## config.mk

```make
export PLATFORM = sky130hd
export DESIGN_NAME = modexp_arbiter
export DESIGN_NICKNAME = d
export VERILOG_FILES = /design/src/rtl/modexp_arbiter.sv
export SDC_FILE = /design/constraint.sdc
export NUM_CORES = 1
export LEC_CHECK = 0
export ABC_AREA = 1
export CORE_AREA = 2 2 350 352
export DETAILED_ROUTE_END_ITERATION = 10
export DIE_AREA = 0 0 352 354
export SLEW_MARGIN = 5
export SYNTH_ARGS = -nofsm -noshare
export SYNTH_HDL_FRONTEND = slang
export SYNTH_SLANG_ARGS = --single-unit
```

## constraint.sdc

```tcl
create_clock -name clk -period 10.9 [get_ports clk]
set_clock_uncertainty 0.05 [all_clocks]
set_input_delay 1.09 -clock clk [delete_from_list [all_inputs] [get_ports clk]]
set_output_delay 1.09 -clock clk [all_outputs]
set_load 0.05 [all_outputs]
```

## src/rtl/modexp_arbiter.sv

```systemverilog
// modexp_arbiter: round-robin sharing of one mod_exp engine with reset/start sequencing and watchdog
module modexp_arbiter #(
  parameter int LEN     = 64,
  parameter int NREQ    = 3,
  parameter int TIMEOUT = 4096
) (
  input  logic                clk,
  input  logic                rst,
  input  logic [NREQ-1:0]     req_valid_i,
  output logic [NREQ-1:0]     req_ready_o,
  input  logic [NREQ*LEN-1:0] req_base_i,
  input  logic [NREQ*LEN-1:0] req_exp_i,
  input  logic [NREQ*LEN-1:0] req_mod_i,
  output logic [NREQ-1:0]     rsp_valid_o,
  output logic [LEN-1:0]      rsp_data_o,
  output logic                rsp_err_o,
  output logic                busy_o,
  output logic                eng_rst_o,
  output logic                eng_start_o,
  output logic [LEN-1:0]      eng_base_o,
  output logic [LEN-1:0]      eng_exp_o,
  output logic [LEN-1:0]      eng_mod_o,
  input  logic [LEN-1:0]      eng_out_i,
  input  logic                eng_done_i
);
  localparam int IW = NREQ > 1 ? $clog2(NREQ) : 1;
  localparam int CW = $clog2(TIMEOUT + 1);
  typedef enum logic [1:0] {IDLE, LOAD, RUN, RESP} state_t;
  state_t          state_q, state_d;
  logic [IW-1:0]   owner_q, owner_d, last_q, last_d, sel;
  logic [CW-1:0]   cnt_q, cnt_d;
  logic [LEN-1:0]  base_q, base_d, exp_q, exp_d, mod_q, mod_d, data_q, data_d;
  logic            err_q, err_d, found;
  // round-robin pick: first valid requester after the last one served, wrapping
  always_comb begin
    sel   = '0;
    found = 1'b0;
    for (int k = 1; k <= NREQ; k++) begin
      if (!found && state_q == IDLE && req_valid_i[(int'(last_q) + k) % NREQ]) begin
        sel   = IW'((int'(last_q) + k) % NREQ);
        found = 1'b1;
      end
    end
    req_ready_o = found ? NREQ'(1) << sel : '0;
  end
  // next-state and datapath updates; a zero modulus skips the engine entirely
  always_comb begin
    state_d = state_q;
    owner_d = owner_q;
    last_d  = last_q;
    cnt_d   = cnt_q;
    base_d  = base_q;
    exp_d   = exp_q;
    mod_d   = mod_q;
    data_d  = data_q;
    err_d   = err_q;
    unique case (state_q)
      IDLE: if (found) begin
        owner_d = sel;
        base_d  = req_base_i[int'(sel)*LEN +: LEN];
        exp_d   = req_exp_i[int'(sel)*LEN +: LEN];
        mod_d   = req_mod_i[int'(sel)*LEN +: LEN];
        err_d   = |mod_d ? err_q : 1'b1;
        state_d = |mod_d ? LOAD : RESP;
      end
      LOAD: begin
        cnt_d   = '0;
        state_d = RUN;
      end
      RUN: begin
        cnt_d = cnt_q + 1'b1;
        if (eng_done_i) begin
          data_d  = eng_out_i;
          err_d   = 1'b0;
          state_d = RESP;
        end else if (cnt_d == CW'(TIMEOUT)) begin
          data_d  = '0;
          err_d   = 1'b1;
          state_d = RESP;
        end
      end
      RESP: begin
        last_d  = owner_q;
        state_d = IDLE;
      end
    endcase
  end
  // state registers, asynchronously cleared so the engine is held in reset at once
  always_ff @(posedge clk or posedge rst) begin
    if (rst) begin
      state_q <= IDLE;
      owner_q <= '0;
      last_q  <= IW'(NREQ - 1);
      cnt_q   <= '0;
      base_q  <= '0;
      exp_q   <= '0;
      mod_q   <= '0;
      data_q  <= '0;
      err_q   <= 1'b0;
    end else begin
      state_q <= state_d;
      owner_q <= owner_d;
      last_q  <= last_d;
      cnt_q   <= cnt_d;
      base_q  <= base_d;
      exp_q   <= exp_d;
      mod_q   <= mod_d;
      data_q  <= data_d;
      err_q   <= err_d;
    end
  end
  assign rsp_valid_o = state_q == RESP ? NREQ'(1) << owner_q : '0;
  assign rsp_data_o  = data_q;
  assign rsp_err_o   = err_q;
  assign busy_o      = state_q != IDLE;
  assign eng_rst_o   = state_q != RUN;
  assign eng_start_o = state_q == RUN;
  assign eng_base_o  = base_q;
  assign eng_exp_o   = exp_q;
  assign eng_mod_o   = mod_q;
endmodule

```

==> summary by stage <==
Run status
The flow ran to the end, and the final reports show no timing, DRC or antenna violations.

Setup path
The largest individual stage delay along the critical path comes from the cell clkdlybuf4s50_1. The required time at the endpoint of the critical path is around 9.8 ns. The worst setup path is captured at an output port. The sum of buffers and inverters on the critical path is 3. The worst stage delay on the critical path is 0.95 ns. The number of cells on the worst reg-to-reg path is 23. The instance count on the critical path is 10. Data on the critical path arrives at its endpoint at 4.23 ns. The worst-path maximum fanout is between 40 and 50. The type of element launching the critical path is an input port. The cell class contributing the biggest share of worst-path delay is buffers and inverters. The worst setup path is of the in -> out kind. The critical path goes through clkdlybuf4s50_1 > nand2_1 > nand3_2 > nand3_1 > nand2_1 > nor2_2 > nand2_1 > nand2_8 > buf_4 > clkdlybuf4s50_1. The cell seen most often among critical-path stages is nand2_1.

Synth
The number of synthesized register bits is 276. The number of enable flip-flop cells after synthesis is 0. The most repeated cell in the gate-level netlist after synthesis is nand2_1. The mean post-synth cell area is 7.70 um2. In this run the cell area of the synthesized design comes to 14000 um2.

Among all flip-flop cells after synthesis, the most frequent one is dfrtp_1. The synthesized instance count is 1816. The share of synthesized flip-flops with an asynchronous set or reset is 100%. After synthesis, flip-flops and latches occupy 49.4% of the total area. By area the synthesized netlist is led by dfrtp_1 49%, nand2_1 14%, a21oi_1 8.5%, a22oi_1 6.0%, nor2_1 5.5%. The total number of yosys warnings is 0. Synthesis produced a netlist with a net count of between 2000 and 2500.

Summed over its instances, the top area cell type makes up 49.2% of the synthesized netlist area. In the synthesized netlist, the cells that appear most often are 527 x nand2_1, 275 x dfrtp_1, 238 x a21oi_1. dfrtp_1 takes more of the synthesized area than any other cell. The number of library cell types mapped by synthesis is 30.

Min path
The class of the most critical hold timing path is reg -> reg. The worst hold path was traced through 2 stages.

Final layout
The total number of nets in the final design is 3308. The number of standard cells in the layout, taps in and fillers out is 4315. The area growth from synthesis to layout is 87.1%. Fill cells in the final layout number 13300. The final core area utilization is 21.6%.

The ratio of cells with drive above 1 in the final layout is 3.61%.

Clock tree
The library cell used as clock root buffer is clkbuf_16. The H-tree was split into 2 levels. The clock input transition at the sequential cells of the worst setup and hold paths is ~0.050 ns. In this run the deepest clock path goes through 3 buffers.

The TritonCTS clock tree is yes. The number of hold buffers added after CTS is 0. The number of buffers inserted to repair setup after CTS is 0. The clock reaches the later pin of the worst-skew pair after 0.60 ns.

Post-CTS repair changed the size of 0 cells. TritonCTS created 41 clock buffers. Clock tree synthesis found a total of 276 sinks.

Placed design
The worst slack after detailed placement is 5.55 ns. Including well taps, the total number of placed cells is 4236. The number of buffer cells added on primary ports is 911. Once detailed placement completed, the half-perimeter wirelength came to 80200 um. At the end of routability-driven placement, the weighted congestion stood at around 0.9.

Timing
The final critical-path share of the clock period is 49.3%. The number of endpoints with negative hold slack in the final report came to 0. The post-route worst setup slack is 5.53 ns. Setup repair after global routing left no endpoint under its margin.

The time the worst path needs with I/O delays and setup is around 5.4 ns. The number of pins exceeding their max-slew limit in the final report came to 0. The headroom to the max-slew limit is 5.39%. The achievable frequency is approximately 190 MHz. Setup violations remaining at the end of the flow were counted as 0. The measured slew at the worst slew-check pin is 1.42 ns.

In the final timing run, aggregate negative setup slack is 0 ns.

Route
The number of vias per cell is a little under 4. Once detail routing completed, the nets flagged for antenna violations numbered 0. The routed design has between 100000 and 150000 um of wire.

The iteration-0 DRC count of the detailed router is 1295. In the final routed layout, each cell accounts on average for 23.4 um. The number of search-and-repair iterations in the first detailed-routing pass is 8. The residual DRC count is 0. Summing over every cut layer, the via total after detailed routing is 17100.

Global routing
The largest net degree at the start of global routing is 189. The total overflow reported by the global router is 0. The number of global-route vias before repair was 16800. The global-route wire length before repair is ~140000 um. The number of antenna violations at the first check in global routing was 57. Across every metal layer, demand over resource in global routing totals 15.4%.

Floorplan
The number of placement rows is about 130. The die covers between 100000 and 150000 um2. The die width is between 300 and 400 um. Once the floorplan was initialized, standard cells occupied 11.6% of the core. The die span in y is approximately 350 um. The I/O pin total is 912. The region available for standard cell placement spans 121000 um2.

Power
The leakage component of the power is roughly 0.011 uW. The portion of total power attributed to the clock network is 13.2%. The cell-internal power is 4560 uW. The worst vdd rail ir drop is 480 uV. The fraction of power spent switching nets is 57.1%.

The share of power burned in registers is 17.6%. The switching component of the power is 6050 uW. The combinational power share is 69.3%. The power density over cell area is 405 nW/um2.

Job
The max-cap violation count is 0.
[layer usage]
layer	global-route usage, %	routed length [um]
met4	3.55	2530
met2	25.8	47800
met1	18.3	39900
met3	6.58	10400
met5	0	311
[final cells by class]
cell class	instances	area, um2	area share (%)
repair buffers	929	9260	35.4
clock buffers	55	1150	4.39
clock inverters	18	233	0.889
diodes	6	15.0	0.0574
multi-input cells	1355	6370	24.3
inverters	51	206	0.789
well taps	1625	2030	7.77
flip-flops and latches	276	6910	26.4
[power groups by stage]
stage               logic [uW]  registers, uW  clock network [uW]
floorplan                 3090           3460                   0
global placement          7390           1850                   0
detailed placement        7450           1870                   0
CTS                       7470           1860                1450
global route              7930           1920                1480
finish                    7350           1860                1400
[cell families after synthesis]
group	synth area share (%)
AOI/OAI and AO/OA	19.4
adders and majority gates	0.715
and+or+nand+nor	24.6
DFF	49.4
buffers and inverters	5.40
xor gates and xnor gates	0.501
[worst reg2reg max path, delay by kind of cell (launching register included)]
kind | cells | cell delay (ns)
DFF | 1 | 0.54
buffers and inverters | 3 | 0.41
and+or+nand+nor | 19 | 2.96
adders and majority gates | 1 | 0.25
[sequential cells by signal, summed over array words and instances (netlist names)]
signal,cells
last_q,2
rsp_data_o,64
eng_exp_o,64
owner_q,2
state_q,2
eng_mod_o,64
rsp_err_o,1
eng_base_o,64
cnt_q,13
[path summary, 6_finish.rpt]
check                                     from  slack, ns             end
worst max-delay path            req_valid_i[1]       5.53  req_ready_o[2]
worst min-delay path             eng_mod_o[15]       0.43   eng_mod_o[15]
worst max register to register       last_q[1]       6.59       rsp_err_o
worst min register to register   eng_mod_o[15]       0.43   eng_mod_o[15]
max in group asynchronous                  rst       7.52   eng_mod_o[35]
min in group asynchronous                  rst       0.95   eng_exp_o[43]
[stage by stage]
stage	total power, uW	hold slack [ns]	instance area, um2
floorplan	6550	0.424	14000
global placement	9240	0.411	24800
detailed placement	9320	0.415	24800
CTS	10800	0.431	26200
global route	11300	0.450	26200
finish	10600	0.428	26200
[cell usage in the layout, fill, tap and decap left out, types with 2 or more instances in the layout]
cell type | Yosys | layout
o21bai_1 | 2 | 2
inv_1 | 49 | 46
clkinv_2 | 0 | 7
clkbuf_8 | 0 | 7
nand3_1 | 121 | 121
dfrtp_1 | 275 | 275
nor2_1 | 206 | 204
nand4_1 | 5 | 5
clkdlybuf4s50_1 | 0 | 910
bufinv_16 | 0 | 3
clkinvlp_4 | 0 | 2
clkinv_1 | 1 | 2
o21ai_0 | 74 | 74
diode_2 | 0 | 6
xor2_1 | 8 | 8
a22oi_1 | 111 | 111
buf_4 | 0 | 17
a21oi_1 | 238 | 238
inv_6 | 0 | 2
a31oi_1 | 31 | 31
nor2_4 | 0 | 2
clkbuf_1 | 104 | 7
ha_1 | 8 | 7
nand2_1 | 527 | 527
clkbuf_16 | 0 | 41
nand2_8 | 0 | 2
inv_8 | 0 | 2
nor3_1 | 3 | 3
a41oi_1 | 5 | 5
o22ai_1 | 8 | 8
Note: power is estimated with default switching activity, not from simulation.
